File: src/rtl/stack_pkg.sv
// Shared types and default sizing for the LIFO stack engine.
package stack_pkg;

    typedef enum logic [1:0] {
        OP_NONE    = 2'd0,
        OP_PUSH    = 2'd1,
        OP_POP     = 2'd2,
        OP_REPLACE = 2'd3
    } op_e;

    typedef enum logic [1:0] {
        S_IDLE = 2'd0,
        S_EXEC = 2'd1,
        S_DONE = 2'd2
    } state_e;

    localparam int DEF_DEPTH       = 8;
    localparam int DEF_WIDTH       = 8;
    localparam int DEF_SYNC_STAGES = 2;

    // Simultaneous push and pop edges collapse into a single top-of-stack replace.
    function automatic op_e decode_op(input logic push_rise, input logic pop_rise);
        if (push_rise && pop_rise) return OP_REPLACE;
        if (push_rise)             return OP_PUSH;
        if (pop_rise)              return OP_POP;
        return OP_NONE;
    endfunction

endpackage

File: src/rtl/pin_edge_sync.sv
// Synchronizes an asynchronous pin level and emits a one-cycle pulse on its rising edge.
module pin_edge_sync #(
    parameter int SYNC_STAGES = 2
) (
    input  logic clk,
    input  logic rst,
    input  logic i_pin,
    output logic o_rise
);

    logic [SYNC_STAGES-1:0] r_sync;
    logic                   r_q;

    always_ff @(posedge clk or posedge rst) begin
        if (rst) begin
            r_sync <= '0;
            r_q    <= 1'b0;
        end else begin
            r_sync <= {r_sync[SYNC_STAGES-2:0], i_pin};
            r_q    <= r_sync[SYNC_STAGES-1];
        end
    end

    assign o_rise = r_sync[SYNC_STAGES-1] & ~r_q;

endmodule

File: src/rtl/stack_core.sv
// LIFO storage engine: one push/pop/replace per pin edge, reported by a one-cycle done pulse.
module stack_core
    import stack_pkg::*;
#(
    parameter int DEPTH       = DEF_DEPTH,
    parameter int WIDTH       = DEF_WIDTH,
    parameter int SYNC_STAGES = DEF_SYNC_STAGES
) (
    input  logic                     clk,
    input  logic                     rst,
    input  logic                     push,
    input  logic                     pop,
    input  logic [WIDTH-1:0]         data_in,
    output logic [WIDTH-1:0]         data_out,
    output logic                     instruction_done,
    output logic [$clog2(DEPTH):0]   count,
    output logic                     empty,
    output logic                     full,
    output logic                     error
);

    localparam int AW = $clog2(DEPTH);
    localparam int CW = AW + 1;

    logic             w_push_rise;
    logic             w_pop_rise;
    state_e           r_state;
    op_e              r_op;
    logic [CW-1:0]    r_count;
    logic [WIDTH-1:0] r_data_out;
    logic             r_done;
    logic             r_error;
    logic [WIDTH-1:0] r_mem [DEPTH];

    logic             w_empty;
    logic             w_full;
    logic [AW-1:0]    w_idx_top;
    logic [AW-1:0]    w_idx_below;
    logic             w_wr_en;
    logic [AW-1:0]    w_wr_idx;

    pin_edge_sync #(.SYNC_STAGES(SYNC_STAGES)) u_push_sync (
        .clk    (clk),
        .rst    (rst),
        .i_pin  (push),
        .o_rise (w_push_rise)
    );

    pin_edge_sync #(.SYNC_STAGES(SYNC_STAGES)) u_pop_sync (
        .clk    (clk),
        .rst    (rst),
        .i_pin  (pop),
        .o_rise (w_pop_rise)
    );

    assign w_empty     = (r_count == '0);
    assign w_full      = (r_count == CW'(DEPTH));
    assign w_idx_top   = AW'(r_count - CW'(1));
    assign w_idx_below = AW'(r_count - CW'(2));

    // A replace on an empty stack degenerates into a push at slot 0.
    assign w_wr_en  = (r_state == S_EXEC) &&
                      (((r_op == OP_PUSH) && !w_full) || (r_op == OP_REPLACE));
    assign w_wr_idx = ((r_op == OP_REPLACE) && !w_empty) ? w_idx_top : r_count[AW-1:0];

    always_ff @(posedge clk) begin
        if (w_wr_en) begin
            r_mem[w_wr_idx] <= data_in;
        end
    end

    always_ff @(posedge clk or posedge rst) begin
        if (rst) begin
            r_state    <= S_IDLE;
            r_op       <= OP_NONE;
            r_count    <= '0;
            r_data_out <= '0;
            r_done     <= 1'b0;
            r_error    <= 1'b0;
        end else begin
            r_done <= 1'b0;
            case (r_state)
                S_IDLE: begin
                    if (w_push_rise || w_pop_rise) begin
                        r_op    <= decode_op(w_push_rise, w_pop_rise);
                        r_state <= S_EXEC;
                    end
                end
                S_EXEC: begin
                    r_state <= S_DONE;
                    r_done  <= 1'b1;
                    case (r_op)
                        OP_PUSH: begin
                            if (w_full) begin
                                r_error <= 1'b1;
                            end else begin
                                r_count    <= r_count + CW'(1);
                                r_data_out <= data_in;
                                r_error    <= 1'b0;
                            end
                        end
                        OP_POP: begin
                            if (w_empty) begin
                                r_error <= 1'b1;
                            end else begin
                                r_count    <= r_count - CW'(1);
                                r_data_out <= (r_count >= CW'(2)) ? r_mem[w_idx_below] : '0;
                                r_error    <= 1'b0;
                            end
                        end
                        OP_REPLACE: begin
                            if (w_empty) begin
                                r_count <= r_count + CW'(1);
                            end
                            r_data_out <= data_in;
                            r_error    <= 1'b0;
                        end
                        default: ;
                    endcase
                end
                S_DONE: begin
                    r_state <= S_IDLE;
                end
                default: begin
                    r_state <= S_IDLE;
                end
            endcase
        end
    end

    assign data_out         = r_data_out;
    assign instruction_done = r_done;
    assign count            = r_count;
    assign empty            = w_empty;
    assign full             = w_full;
    assign error            = r_error;

endmodule

File: config.mk
export PLATFORM = sky130hd
export DESIGN_NAME = stack_core
export DESIGN_NICKNAME = d
export VERILOG_FILES = /design/src/rtl/stack_pkg.sv /design/src/rtl/pin_edge_sync.sv /design/src/rtl/stack_core.sv
export SDC_FILE = /design/constraint.sdc
export NUM_CORES = 1
export LEC_CHECK = 0
export BUFFER_PORTS_ARGS = -buffer_cell sky130_fd_sc_hd__buf_4
export CORE_MARGIN = 4
export CORE_UTILIZATION = 50
export CTS_CLUSTER_SIZE = 24
export DETAILED_ROUTE_END_ITERATION = 6
export MAX_ROUTING_LAYER = met4
export PLACE_DENSITY_LB_ADDON = 0.08
export RECOVER_POWER = 100
export SKIP_CTS_REPAIR_TIMING = 1
export SLEW_MARGIN = 20
export SYNTH_ARGS = -nofsm -noshare
export SYNTH_HDL_FRONTEND = slang
export SYNTH_SLANG_ARGS = --single-unit
File: constraint.sdc
create_clock -name clk -period 7.9 [get_ports clk]
set_input_delay 1.185 -clock clk [delete_from_list [all_inputs] [get_ports clk]]
set_output_delay 1.185 -clock clk [all_outputs]
set_load 0.1 [all_outputs]
==> results.md, run 1 <==
| Stage | Quantity | Reported |
| --- | --- | --- |
| outcome | Result of the run | finished, violations left |
| outcome | Violations in the final reports | capacitance limit, slew limit |
| hold path | Worst hold stages | 0 |
| detailed routing | Count of routing violations after the opening detailed-route iteration | 155 |
| setup path | Logic depth of the worst register-to-register path | 6 |
| floorplan | Placement Rows | 31 |
| floorplan | DIE WIDTH | 94.4 µm |
| power | Static leakage | 1.49 nW |
| setup path | Cells traversed along the worst timing path | clkinv_1 -> ha_1 -> or3b_1 -> and3_1 -> mux2_1 -> nor4b_1 |
| sta | Actual slew at the worst max-slew pin | 1.87 ns |
| yosys | Yosys cell types | 43 |
| setup path | Crit path max-delay cell type | nor4b_1 |
| yosys | Leading cell types by total area after synthesis | edfxtp_1 51%, dfrtp_1 16%, mux4_2 9.6%, mux2_2 2.7%, mux2i_1 2.7% |
| setup path | Number of cells on the critical path | 6 |
| setup path | R2R Path End | r_mem[3][4]$_DFFE_PP_ |
| yosys | Ys Warns | 0 |
| final layout | Most used cells in the layout excluding fill and tap cells | 64 x edfxtp_1, 25 x clkbuf_1, 24 x dfrtp_1 |
| final layout | Layout net count | 269 |
| sta | Peak clock frequency supported by timing | 215 MHz |
| yosys | Synthesized area divided by synthesized cell count | 17.1 µm² |
| grt | Pin count of the biggest net entering global routing | 25 |
| setup path | Kind of critical path | reg -> reg |
| final layout | Post-layout instance count excluding filler cells | 354 |
| final layout | Area grow syn2layout | 10.9% |
| yosys | Mapped cell area | 3730 µm² |
| setup path | Worst setup path endpoint | r_mem[3][4]$_DFFE_PP_ |
| clocking | TritonCTS clock tree | built |
| setup path | Kind of launch point of the worst setup path | register |
| sta | Worst relative slew slack | -0.266 |
| detailed routing | Post-DR vias/cell | 5.63 |
| floorplan | Core area | 7250 µm² |
| setup path | Cell class contributing the biggest share of worst-path delay | simple AND/OR/NAND/NOR gates |
| grt | First-pass GRT wire length | 11500 µm |
| setup path | Endpoint kind of the worst setup timing path | register |
| sta | Final setup fails | 0 |
| clocking | Master cell of the clock root buffer | clkbuf_8 |
| clocking | TritonCTS Buffers | 9 |
| floorplan | IO Count | 28 |
| hold path | Type of the worst min-delay path | reg -> reg |
| setup path | Crit path required time | 7.85 ns |
| grt | Initial antenna violation count | 0 |
| setup path | R2r startpoint | count[0]$_DFFE_PP0P_ |
| clocking | Clock latency reported for the late side of the worst-skew pair | 0.36 ns |
| sta | Setup skew after layout | 0.00843 ns |
| power | Worst vdd ir | 0.217 mV |
| placement | GPL Wtd Cong | 0.814 |
| final layout | Count of antenna diodes in the layout | 0 |
| grt | Via count of the first global-routing pass | 2013 |
| power | Cell area power density | 419 nW/µm² |
| floorplan | Die ar. | 8920 µm² |
| setup path | CP max FO | 19 |
| sta | Pins Over Slew Limit | 34 |
| placement | Number of buffers added on ports | 27 |
| yosys | Flop and latch count out of synthesis | 88 |
| setup path | Flop-to-flop setup slack | 3.25 ns |
| detailed routing | Detail Route Antenna Nets | 0 |
| setup path | Worst EP arrival | 4.60 ns |
| yosys | Synthesized Nets | 238 |
| placement | Dpl hpwl | 4660 µm |
| sta | Share of the cycle needed by the critical path after routing | 0.588 |
| detailed routing | First drt pass iteration count | 4 |
| setup path | Origin of the worst setup path | count[0]$_DFFE_PP0P_ |
| final layout | Most common cell after layout, fill and taps aside | edfxtp_1 |
| final layout | Number of fill cells in the layout | 603 |
| sta | Setup repair after global routing missed its margin | false |
| floorplan | Height of the die | 94.4 µm |
| sta | Final Hold Viols | 0 |
| clocking | Number of sinks on the clock net | 88 |
| yosys | Post-synth top area cell | edfxtp_1 |
| detailed routing | Via total after detailed routing | 1993 |
| sta | Shortest clock period the worst path allows after layout | 4.65 ns |
| floorplan | Initial cell density of the core | 0.515 |
| sta | TNS Setup | 0 ns |
| run | Max Cap Violations | 4 |
| yosys | Instance count of the mapped netlist | 219 |
| clocking | Depth of the CTS H-tree | 3 |
| clocking | Maximum root-to-sink buffer count | 2 |
| setup path | Count of buffering cells on the critical path with inverters included | 1 |
| detailed routing | Number of remaining DRC errors | 0 |
| detailed routing | Average wire length per cell after detail routing | 20.3 µm |
| placement | Placed cell count | 338 |
| final layout | Proportion of layout cells with a drive suffix above 1 | 0.180 |
| yosys | Yosys top cell area share | 0.515 |
| yosys | Sequential element share of the synthesized area | 0.675 |
| clocking | Clock transition at the registers of the reported paths | 0.08 ns |
| detailed routing | Detailed-route wire length | 7170 µm |
| grt | Total GRT Usage | 0.187 |
| setup path | Largest stage delay, worst path | 1.52 ns |
| grt | Grt total ovfl | 0 |
[synth_stat cells]
master     number
a21o_1          1
o41ai_1         2
nor2b_1         2
buf_6           2
a32oi_1         2
nand2_1         9
dfrtp_1        24
nand3b_1        1
a21oi_1         4
o21ai_0        13
a211oi_1        1
mux2i_1        10
mux2_4          1
nand2b_1        5
and4b_2         1
or3b_4          1
inv_2           1
edfxtp_1       64
ha_1            7
xnor2_1         3
nor3_2          1
and3b_2         1
and2_1          1
o41ai_2         1
nor4b_2         1
o32ai_1         1
nor4_1          2
inv_1           8
o211ai_1        2
o31ai_1         2
mux2_2          9
nor2_1          2
nor3b_1         1
and2b_1         1
mux4_2         16
clkbuf_1        2
buf_2           4
nor3_1          5
a21boi_0        1
clkinv_1        1
and3_4          1
nand4bb_1       1
nand3_1         1
[per-layer routing]
| metal | global-route usage | wire length, µm |
|---|---|---|
| met1 | 0.265 | 3390 |
| met5 | - | 0 |
| met4 | 0.0686 | 102 |
| met2 | 0.268 | 3390 |
| met3 | 0.0406 | 296 |
[per-stage QoR]
stage	area, µm²	total power [mW]	setup slack (ns)	hold slack, ns	util
final	4140	1.74	3.25	0.363	0.571
after global routing	4140	1.83	2.77	0.376	0.571
after CTS	4290	1.81	3.80	0.371	0.591
after detailed placement	4050	1.44	3.84	0.352	0.558
after global placement	4030	1.43	3.86	0.332	0.556
after floorplan	3730	1.27	3.69	0.331	-
[final cells by class]
| class | instances | area (µm²) | area share |
|---|---|---|---|
| Clock buffer | 9 | 124 | 0.0299 |
| Multi-Input combinational cell | 113 | 1100 | 0.266 |
| Timing Repair Buffer | 28 | 116 | 0.0281 |
| Tap cell | 99 | 124 | 0.0299 |
| Clock inverter | 7 | 118 | 0.0284 |
| Inverter | 10 | 37.5 | 0.00906 |
| Sequential cell | 88 | 2520 | 0.609 |
[power by group]
group	internal (mW)	leakage, nW	switching, mW
logic	0.226	0.500	0.505
registers	0.555	0.865	0.0789
clock network	0.211	0.124	0.160
total	0.993	1.49	0.744
[worst min-delay path by stage]
| stage | startpoint | slack [ns] | endpoint |
|---|---|---|---|
| 2_1_floorplan | u_pop_sync.r_sync[0]$_DFF_PP0_ | 0.33 | u_pop_sync.r_sync[1]$_DFF_PP0_ |
| 3_3_place_gp | u_push_sync.r_sync[0]$_DFF_PP0_ | 0.33 | u_push_sync.r_sync[1]$_DFF_PP0_ |
| 3_5_place_dp | u_push_sync.r_sync[0]$_DFF_PP0_ | 0.35 | u_push_sync.r_sync[1]$_DFF_PP0_ |
| 4_1_cts | u_push_sync.r_sync[0]$_DFF_PP0_ | 0.37 | u_push_sync.r_sync[1]$_DFF_PP0_ |
| 5_1_grt | u_push_sync.r_sync[0]$_DFF_PP0_ | 0.38 | u_push_sync.r_sync[1]$_DFF_PP0_ |
| 6_report | u_push_sync.r_sync[0]$_DFF_PP0_ | 0.36 | u_push_sync.r_sync[1]$_DFF_PP0_ |
[logic make-up after synthesis]
kind of cell,share of synthesized area
compound gates,0.0529
xor+xnor,0.00704
fa+ha+maj,0.0234
buf+inv,0.0234
flops,0.675
mux,0.154
simple gates,0.0633
[state kept, by name, indices dropped and copies added, names as in the netlist]
signal	count
u_push_sync.r_q	1
instruction_done	1
r_op	2
u_pop_sync.r_sync	2
count	4
r_state	2
data_out	8
u_pop_sync.r_q	1
error	1
u_push_sync.r_sync	2
r_mem	64
No activity file was read; power rests on OpenSTA's default activity.
==> run 2: changes to the inputs <==
==> constraint.sdc (replaced) <==
create_clock -name clk -period 4.25 [get_ports clk]
set_input_delay 0.6375 -clock clk [delete_from_list [all_inputs] [get_ports clk]]
set_output_delay 0.6375 -clock clk [all_outputs]
set_load 0.1 [all_outputs]
==> run 2 against run 1 <==
- the run now ends clean
- wire length decreased by 0.70%
- clock skew about the same
- maximum frequency increased by 36%
- first-iteration DRC count down 16%
- highest routed layer unchanged
==> results.md, run 2 (same netlist as run 1, synthesis figures left out) <==
| Stage | Quantity | Reported | vs previous |
| --- | --- | --- | --- |
| power | Internal power | 1.74 mW | was 0.993 mW |
| floorplan | DIE WIDTH | 94.4 µm | unchanged |
| sta | TNS Setup | 0 ns | unchanged |
| grt | First-pass GRT wire length | 11600 µm | was 11500 µm |
| hold path | Type of the worst min-delay path | reg -> reg | unchanged |
| final layout | Area grow syn2layout | 11.0% | was 10.9% |
| outcome | Result of the run | completed | was finished, violations left |
| sta | Setup repair after global routing missed its margin | false | unchanged |
| hold path | Worst hold stages | 0 | unchanged |
| setup path | Kind of launch point of the worst setup path | register | unchanged |
| grt | Grt total ovfl | 0 | unchanged |
| power | Switching Power | 1.38 mW | was 0.744 mW |
| placement | GPL Wtd Cong | 0.816 | was 0.814 |
| grt | Met2 GRT Util | 0.272 | was 0.268 |
| power | Switching share of power | 0.442 | was 0.428 |
| sta | Actual slew at the worst max-slew pin | 1.17 ns | was 1.87 ns |
| final layout | Largest reg by FF count | r_mem | unchanged |
| floorplan | IO Count | 28 | unchanged |
| hold path | End point of the worst hold path | u_push_sync.r_sync[1]$_DFF_PP0_ | unchanged |
| final layout | Summed area of non-filler cells in the final layout | 4140 µm² | about the same |
| floorplan | Initial cell density of the core | 0.515 | unchanged |
| floorplan | Height of the die | 94.4 µm | unchanged |
| final layout | Proportion of layout cells with a drive suffix above 1 | 0.172 | was 0.180 |
| setup path | Kind of critical path | reg -> reg | unchanged |
| clocking | Depth of the CTS H-tree | 3 | unchanged |
| setup path | Logic depth of the worst register-to-register path | 8 | was 6 |
| setup path | R2r startpoint | count[1]$_DFFE_PP0P_ | was count[0]$_DFFE_PP0P_ |
| final layout | Number of fill cells in the layout | 611 | was 603 |
| clocking | Clock latency reported for the late side of the worst-skew pair | 0.34 ns | was 0.36 ns |
| clocking | Number of sinks on the clock net | 88 | unchanged |
| clocking | TritonCTS clock tree | built | unchanged |
| placement | Number of buffers added on ports | 27 | unchanged |
| power | Cell area power density | 753 nW/µm² | was 419 nW/µm² |
| placement | Dpl hpwl | 4710 µm | was 4660 µm |
| final layout | Multi-input combinational cell area | 1100 µm² | unchanged |
| final layout | Count of antenna diodes in the layout | 0 | unchanged |
| clocking | TritonCTS Buffers | 9 | unchanged |
| detailed routing | Detailed-route wire length | 7120 µm | was 7170 µm |
| detailed routing | Number of remaining DRC errors | 0 | unchanged |
| clocking | Clock transition at the registers of the reported paths | 0.08 ns | about the same |
| sta | Final setup fails | 0 | unchanged |
| power | Relative contribution of sequential cells to total power | 0.358 | was 0.365 |
| detailed routing | Via total after detailed routing | 2049 | was 1993 |
| sta | Setup skew after layout | 0.00839 ns | was 0.00843 ns |
| sta | Peak clock frequency supported by timing | 292 MHz | was 215 MHz |
| grt | Via count of the first global-routing pass | 2130 | was 2013 |
| power | Static leakage | 1.49 nW | about the same |
| sta | Pins Over Slew Limit | 0 | was 34 |
| detailed routing | First drt pass iteration count | 4 | unchanged |
| grt | Global-route track usage on met3 | 0.0263 | was 0.0406 |
| floorplan | Die ar. | 8920 µm² | unchanged |
| grt | Total GRT Usage | 0.182 | was 0.187 |
| clocking | Maximum root-to-sink buffer count | 2 | unchanged |
| final layout | Storage cell area | 2520 µm² | unchanged |
| hold path | Hold path startpoint | u_push_sync.r_sync[0]$_DFF_PP0_ | unchanged |
| grt | Pin count of the biggest net entering global routing | 25 | unchanged |
| setup path | Endpoint kind of the worst setup timing path | register | unchanged |
| sta | Shortest clock period the worst path allows after layout | 3.43 ns | was 4.65 ns |
| sta | Share of the cycle needed by the critical path after routing | 0.807 | was 0.588 |
| grt | Met1 layer usage reported by global route | 0.255 | was 0.265 |
| floorplan | Core area | 7250 µm² | unchanged |
| grt | Most used routing layer | met2 | unchanged |
| final layout | Most used cells in the layout excluding fill and tap cells | 64 x edfxtp_1, 35 x clkbuf_1, 24 x dfrtp_1 | was 64 x edfxtp_1, 25 x clkbuf_1, 24 x dfrtp_1 |
| power | Share of power burned in the clock network | 0.177 | was 0.214 |
| detailed routing | Count of routing violations after the opening detailed-route iteration | 130 | was 155 |
| setup path | Crit path required time | 4.23 ns | was 7.85 ns |
| detailed routing | Post-DR vias/cell | 5.60 | was 5.63 |
| setup path | CP max FO | 14 | was 19 |
| detailed routing | Detail Route Antenna Nets | 0 | unchanged |
| run | Max Cap Violations | 0 | was 4 |
| setup path | Worst EP arrival | 3.41 ns | was 4.60 ns |
| setup path | Flop-to-flop setup slack | 0.82 ns | was 3.25 ns |
| detailed routing | Average wire length per cell after detail routing | 19.5 µm | was 20.3 µm |
| power | Combinational group share of total power | 0.465 | was 0.421 |
| floorplan | Placement Rows | 31 | unchanged |
| placement | Instance area at placement | 4120 µm² | was 4050 µm² |
| setup path | R2R Path End | r_mem[3][5]$_DFFE_PP_ | was r_mem[3][4]$_DFFE_PP_ |
| sta | Worst relative slew slack | 0.223 | was -0.266 |
| final layout | Most common cell after layout, fill and taps aside | edfxtp_1 | unchanged |
| final layout | Layout net count | 281 | was 269 |
| clocking | Master cell of the clock root buffer | clkbuf_8 | unchanged |
| sta | Final Hold Viols | 0 | unchanged |
| grt | Initial antenna violation count | 0 | unchanged |
| power | Worst vdd ir | 0.313 mV | was 0.217 mV |
| final layout | Number of flip-flops under the largest register name | 64 | unchanged |
run 2: cell types whose count changed in the layout (fill, tap and decap cells not counted):
cell        delta
clkbuf_1      +10
buf_4          +3
bufinv_16      -2
inv_1          +2
inv_6          -2
clkinv_4       +1
clkinvlp_4     +1
inv_2          -1
run 2: worst max path at each step:
stage / from / endpoint / slack [ns] / cells after the start
after CTS: count[1]$_DFFE_PP0P_ / empty / 1.32 / 6
after global routing: count[1]$_DFFE_PP0P_ / r_mem[3][4]$_DFFE_PP_ / 0.62 / 8
final: count[1]$_DFFE_PP0P_ / r_mem[3][5]$_DFFE_PP_ / 0.82 / 8
after floorplan: count[0]$_DFFE_PP0P_ / r_mem[5][0]$_DFFE_PP_ / 0.04 / 9
after global placement: count[1]$_DFFE_PP0P_ / r_mem[2][5]$_DFFE_PP_ / 1.44 / 8
after detailed placement: count[1]$_DFFE_PP0P_ / r_mem[2][5]$_DFFE_PP_ / 1.38 / 8
run 2: layout make-up:
class                           instances  area share
Sequential cell                        88       0.609
Multi-Input combinational cell        113       0.265
Timing Repair Buffer                   40      0.0417
Clock buffer                           10      0.0308
Tap cell                               99      0.0299
Clock inverter                          6      0.0145
Inverter                               10     0.00906
run 2: layer usage:
metal,share of wire,up-vias
met5,0,-
li1,-,942
met2,0.47,56
met3,0.049,11
met4,0.013,0
met1,0.47,1040
run 2: power by group through the flow:
stage / clock, mW / sequential [mW] / combinational, mW
after CTS: 0.569 / 1.12 / 1.57
after global routing: 0.605 / 1.13 / 1.55
after detailed placement: 0 / 1.14 / 1.56
final: 0.551 / 1.12 / 1.45
after floorplan: 0 / 1.57 / 0.788
after global placement: 0 / 1.14 / 1.55
run 2: through the flow:
stage / hold slack [ns] / total power [mW] / setup slack, ns / util / cells
2_1_floorplan: 0.331 / 2.36 / 0.0399 / - / 219
3_3_place_gp: 0.332 / 2.69 / 1.44 / 0.568 / 350
3_5_place_dp: 0.336 / 2.70 / 1.38 / 0.568 / 350
4_1_cts: 0.355 / 3.26 / 1.32 / 0.594 / 366
5_1_grt: 0.368 / 3.29 / 0.619 / 0.571 / 366
6_report: 0.354 / 3.12 / 0.822 / 0.571 / 366
run 2: worst max-delay path: stages (launching register included):
cell and delay [ns]:
dfrtp_1 0.37, buf_4 0.21, inv_1 0.38, ha_1 0.31, or3b_1 0.42, and3_1 0.24
mux2_1 0.39, nor4b_1 0.32, clkbuf_1 0.43
==> run 3: changes to the inputs <==
==> constraint.sdc (replaced) <==
create_clock -name clk -period 3.2 [get_ports clk]
set_input_delay 0.48 -clock clk [delete_from_list [all_inputs] [get_ports clk]]
set_output_delay 0.48 -clock clk [all_outputs]
set_load 0.1 [all_outputs]
==> run 3 against run 2 <==
- sequential share of layout area down 1.2 points
- utilization up 1.3 points
- hold slack worse by 0.097 ns
- die area unchanged
- clock skew up 0.0015 ns
- first-iteration DRC count up 42%
- setup slack worse by 0.52 ns
- final cell count down 2.5%
- sequential cell count unchanged
- wire length up 0.83%
- non-clock buffer count down 9
- register-to-register slack worse by 0.52 ns
==> results.md, run 3 (same netlist as run 1, synthesis figures left out) <==
| Stage | Quantity | Reported | vs previous |
| --- | --- | --- | --- |
| floorplan | Die ar. | 8920 µm² | unchanged |
| final layout | Post-layout instance count excluding filler cells | 357 | was 366 |
| detailed routing | Number of remaining DRC errors | 0 | unchanged |
| setup path | Crit path max-delay cell type | dfrtp_4 | was clkbuf_1 |
| final layout | Area grow syn2layout | 13.5% | was 11.0% |
| clocking | TritonCTS clock tree | built | unchanged |
| grt | Pin count of the biggest net entering global routing | 25 | unchanged |
| grt | First-pass GRT wire length | 11700 µm | was 11600 µm |
| final layout | Most common cell after layout, fill and taps aside | edfxtp_1 | unchanged |
| detailed routing | Average wire length per cell after detail routing | 20.1 µm | was 19.5 µm |
| sta | Share of the cycle needed by the critical path after routing | 0.906 | was 0.807 |
| setup path | Endpoint kind of the worst setup timing path | register | unchanged |
| sta | Final setup fails | 0 | unchanged |
| placement | Number of buffers added on ports | 27 | unchanged |
| final layout | Largest reg by FF count | r_mem | unchanged |
| detailed routing | First drt pass iteration count | 4 | unchanged |
| final layout | Count of antenna diodes in the layout | 0 | unchanged |
| setup path | Worst EP arrival | 2.89 ns | was 3.41 ns |
| setup path | Cells traversed along the worst timing path | inv_1 -> ha_1 -> or3b_1 -> and3_4 -> mux2_4 -> nor4b_4 | was buf_4 -> inv_1 -> ha_1 -> or3b_1 -> and3_1 -> mux2_1 -> nor4b_1 -> clkbuf_1 |
| sta | Final Hold Viols | 0 | unchanged |
| floorplan | DIE WIDTH | 94.4 µm | unchanged |
| clocking | Master cell of the clock root buffer | clkbuf_8 | unchanged |
| clocking | Clock transition at the registers of the reported paths | 0.09 ns | was 0.08 ns |
| clocking | Clock latency reported for the late side of the worst-skew pair | 0.35 ns | was 0.34 ns |
| final layout | Layout net count | 272 | was 281 |
| setup path | Crit path required time | 3.18 ns | was 4.23 ns |
| setup path | Largest stage delay, worst path | 0.60 ns | was 0.43 ns |
| clocking | Number of sinks on the clock net | 88 | unchanged |
| clocking | TritonCTS Buffers | 9 | unchanged |
| grt | Total GRT Usage | 0.186 | was 0.182 |
| grt | Initial antenna violation count | 0 | unchanged |
| detailed routing | Count of routing violations after the opening detailed-route iteration | 185 | was 130 |
| placement | Placed cell count | 341 | was 350 |
| final layout | Most used cells in the layout excluding fill and tap cells | 64 x edfxtp_1, 23 x clkbuf_1, 22 x dfrtp_1 | was 64 x edfxtp_1, 35 x clkbuf_1, 24 x dfrtp_1 |
| setup path | Kind of critical path | reg -> reg | unchanged |
| run | Max Cap Violations | 0 | unchanged |
| detailed routing | Via total after detailed routing | 2009 | was 2049 |
| placement | Dpl hpwl | 4930 µm | was 4710 µm |
| grt | Grt total ovfl | 0 | unchanged |
| clocking | Maximum root-to-sink buffer count | 2 | unchanged |
| detailed routing | Post-DR vias/cell | 5.63 | was 5.60 |
| sta | TNS Setup | 0 ns | unchanged |
| floorplan | IO Count | 28 | unchanged |
| clocking | Depth of the CTS H-tree | 3 | unchanged |
| detailed routing | Detail Route Antenna Nets | 0 | unchanged |
| floorplan | Initial cell density of the core | 0.515 | unchanged |
| sta | Pins Over Slew Limit | 0 | unchanged |
| floorplan | Core area | 7250 µm² | unchanged |
| final layout | Proportion of layout cells with a drive suffix above 1 | 0.248 | was 0.172 |
| sta | Worst relative slew slack | 0.212 | was 0.223 |
| setup path | CP max FO | 14 | unchanged |
| sta | Setup skew after layout | 0.00991 ns | was 0.00839 ns |
| sta | Setup repair after global routing missed its margin | false | unchanged |
| hold path | Type of the worst min-delay path | in -> reg | was reg -> reg |
| sta | Peak clock frequency supported by timing | 345 MHz | was 292 MHz |
| sta | Actual slew at the worst max-slew pin | 1.19 ns | was 1.17 ns |
| placement | GPL Wtd Cong | 0.799 | was 0.816 |
| sta | Shortest clock period the worst path allows after layout | 2.90 ns | was 3.43 ns |
| final layout | Number of flip-flops under the largest register name | 64 | unchanged |
| floorplan | Height of the die | 94.4 µm | unchanged |
| floorplan | Placement Rows | 31 | unchanged |
| outcome | Result of the run | completed | unchanged |
| grt | Via count of the first global-routing pass | 2016 | was 2130 |
| setup path | Kind of launch point of the worst setup path | register | unchanged |
| detailed routing | Detailed-route wire length | 7180 µm | was 7120 µm |
[run 3: cell count changes in the layout (fill, tap and decap cells not counted), sizes merged]
| cell | before | now |
|---|---|---|
| clkbuf | 47 | 36 |
| clkinv | 5 | 2 |
| clkinvlp | 1 | 3 |
| inv | 9 | 11 |
| buf | 3 | 4 |
[run 3: final cells by class]
type	count	area [µm²]
fill	571	3010
sequential	88	2530
multi-input combinational	113	1200
timing repair buffer	31	144
clock buffer	9	124
tap	99	124
clock inverter	7	76.3
inverter	10	46.3
[run 3: path summary, 6_finish.rpt]
kind / from / to / slack [ns] / cells past startpoint
min in group asynchronous: rst / data_out[0]$_DFFE_PP0P_ / 0.33 / 2
max: count[1]$_DFFE_PP0P_ / r_mem[3][2]$_DFFE_PP_ / 0.30 / 6
max reg2reg: count[1]$_DFFE_PP0P_ / r_mem[3][2]$_DFFE_PP_ / 0.30 / 6
min: push / u_push_sync.r_sync[0]$_DFF_PP0_ / 0.26 / 1
max in group asynchronous: rst / count[1]$_DFFE_PP0P_ / 2.22 / 2
min reg2reg: u_pop_sync.r_sync[0]$_DFF_PP0_ / u_pop_sync.r_sync[1]$_DFF_PP0_ / 0.35 / 0
[run 3: per-stage QoR]
stage	cell area, µm²	hold slack [ns]	setup slack, ns	util
after floorplan	3840	0.331	0.00367	-
after global placement	4140	0.331	0.432	0.570
after detailed placement	4140	0.335	0.370	0.570
after CTS	4340	0.214	0.355	0.598
after global routing	4240	0.233	0.140	0.585
final	4240	0.257	0.300	0.585
[run 3: worst max-delay path: cells and delay by family, from the launching register on]
family	cells	cell delay, ns
AND/OR/NAND/NOR	3	1.24
adder cells (fa/ha/maj)	1	0.22
flip-flops	1	0.60
multiplexers	1	0.37
buffers and inverters	1	0.11
[run 3: metal layers]
| layer | wire, µm | part of all wire | up-vias | GRT usage |
|---|---|---|---|---|
| met5 | 0 | 0 | - | - |
| met4 | 68 | 0.0095 | 0 | 0.0650 |
| met3 | 408 | 0.057 | 8 | 0.0287 |
| met2 | 3270 | 0.46 | 61 | 0.252 |
| met1 | 3440 | 0.48 | 1016 | 0.286 |
| li1 | - | - | 924 | - |
Power of run 3 is left out: the tool's default activity adds up to more than one toggle a clock period on the data nets, which glitch-free logic cannot reach.
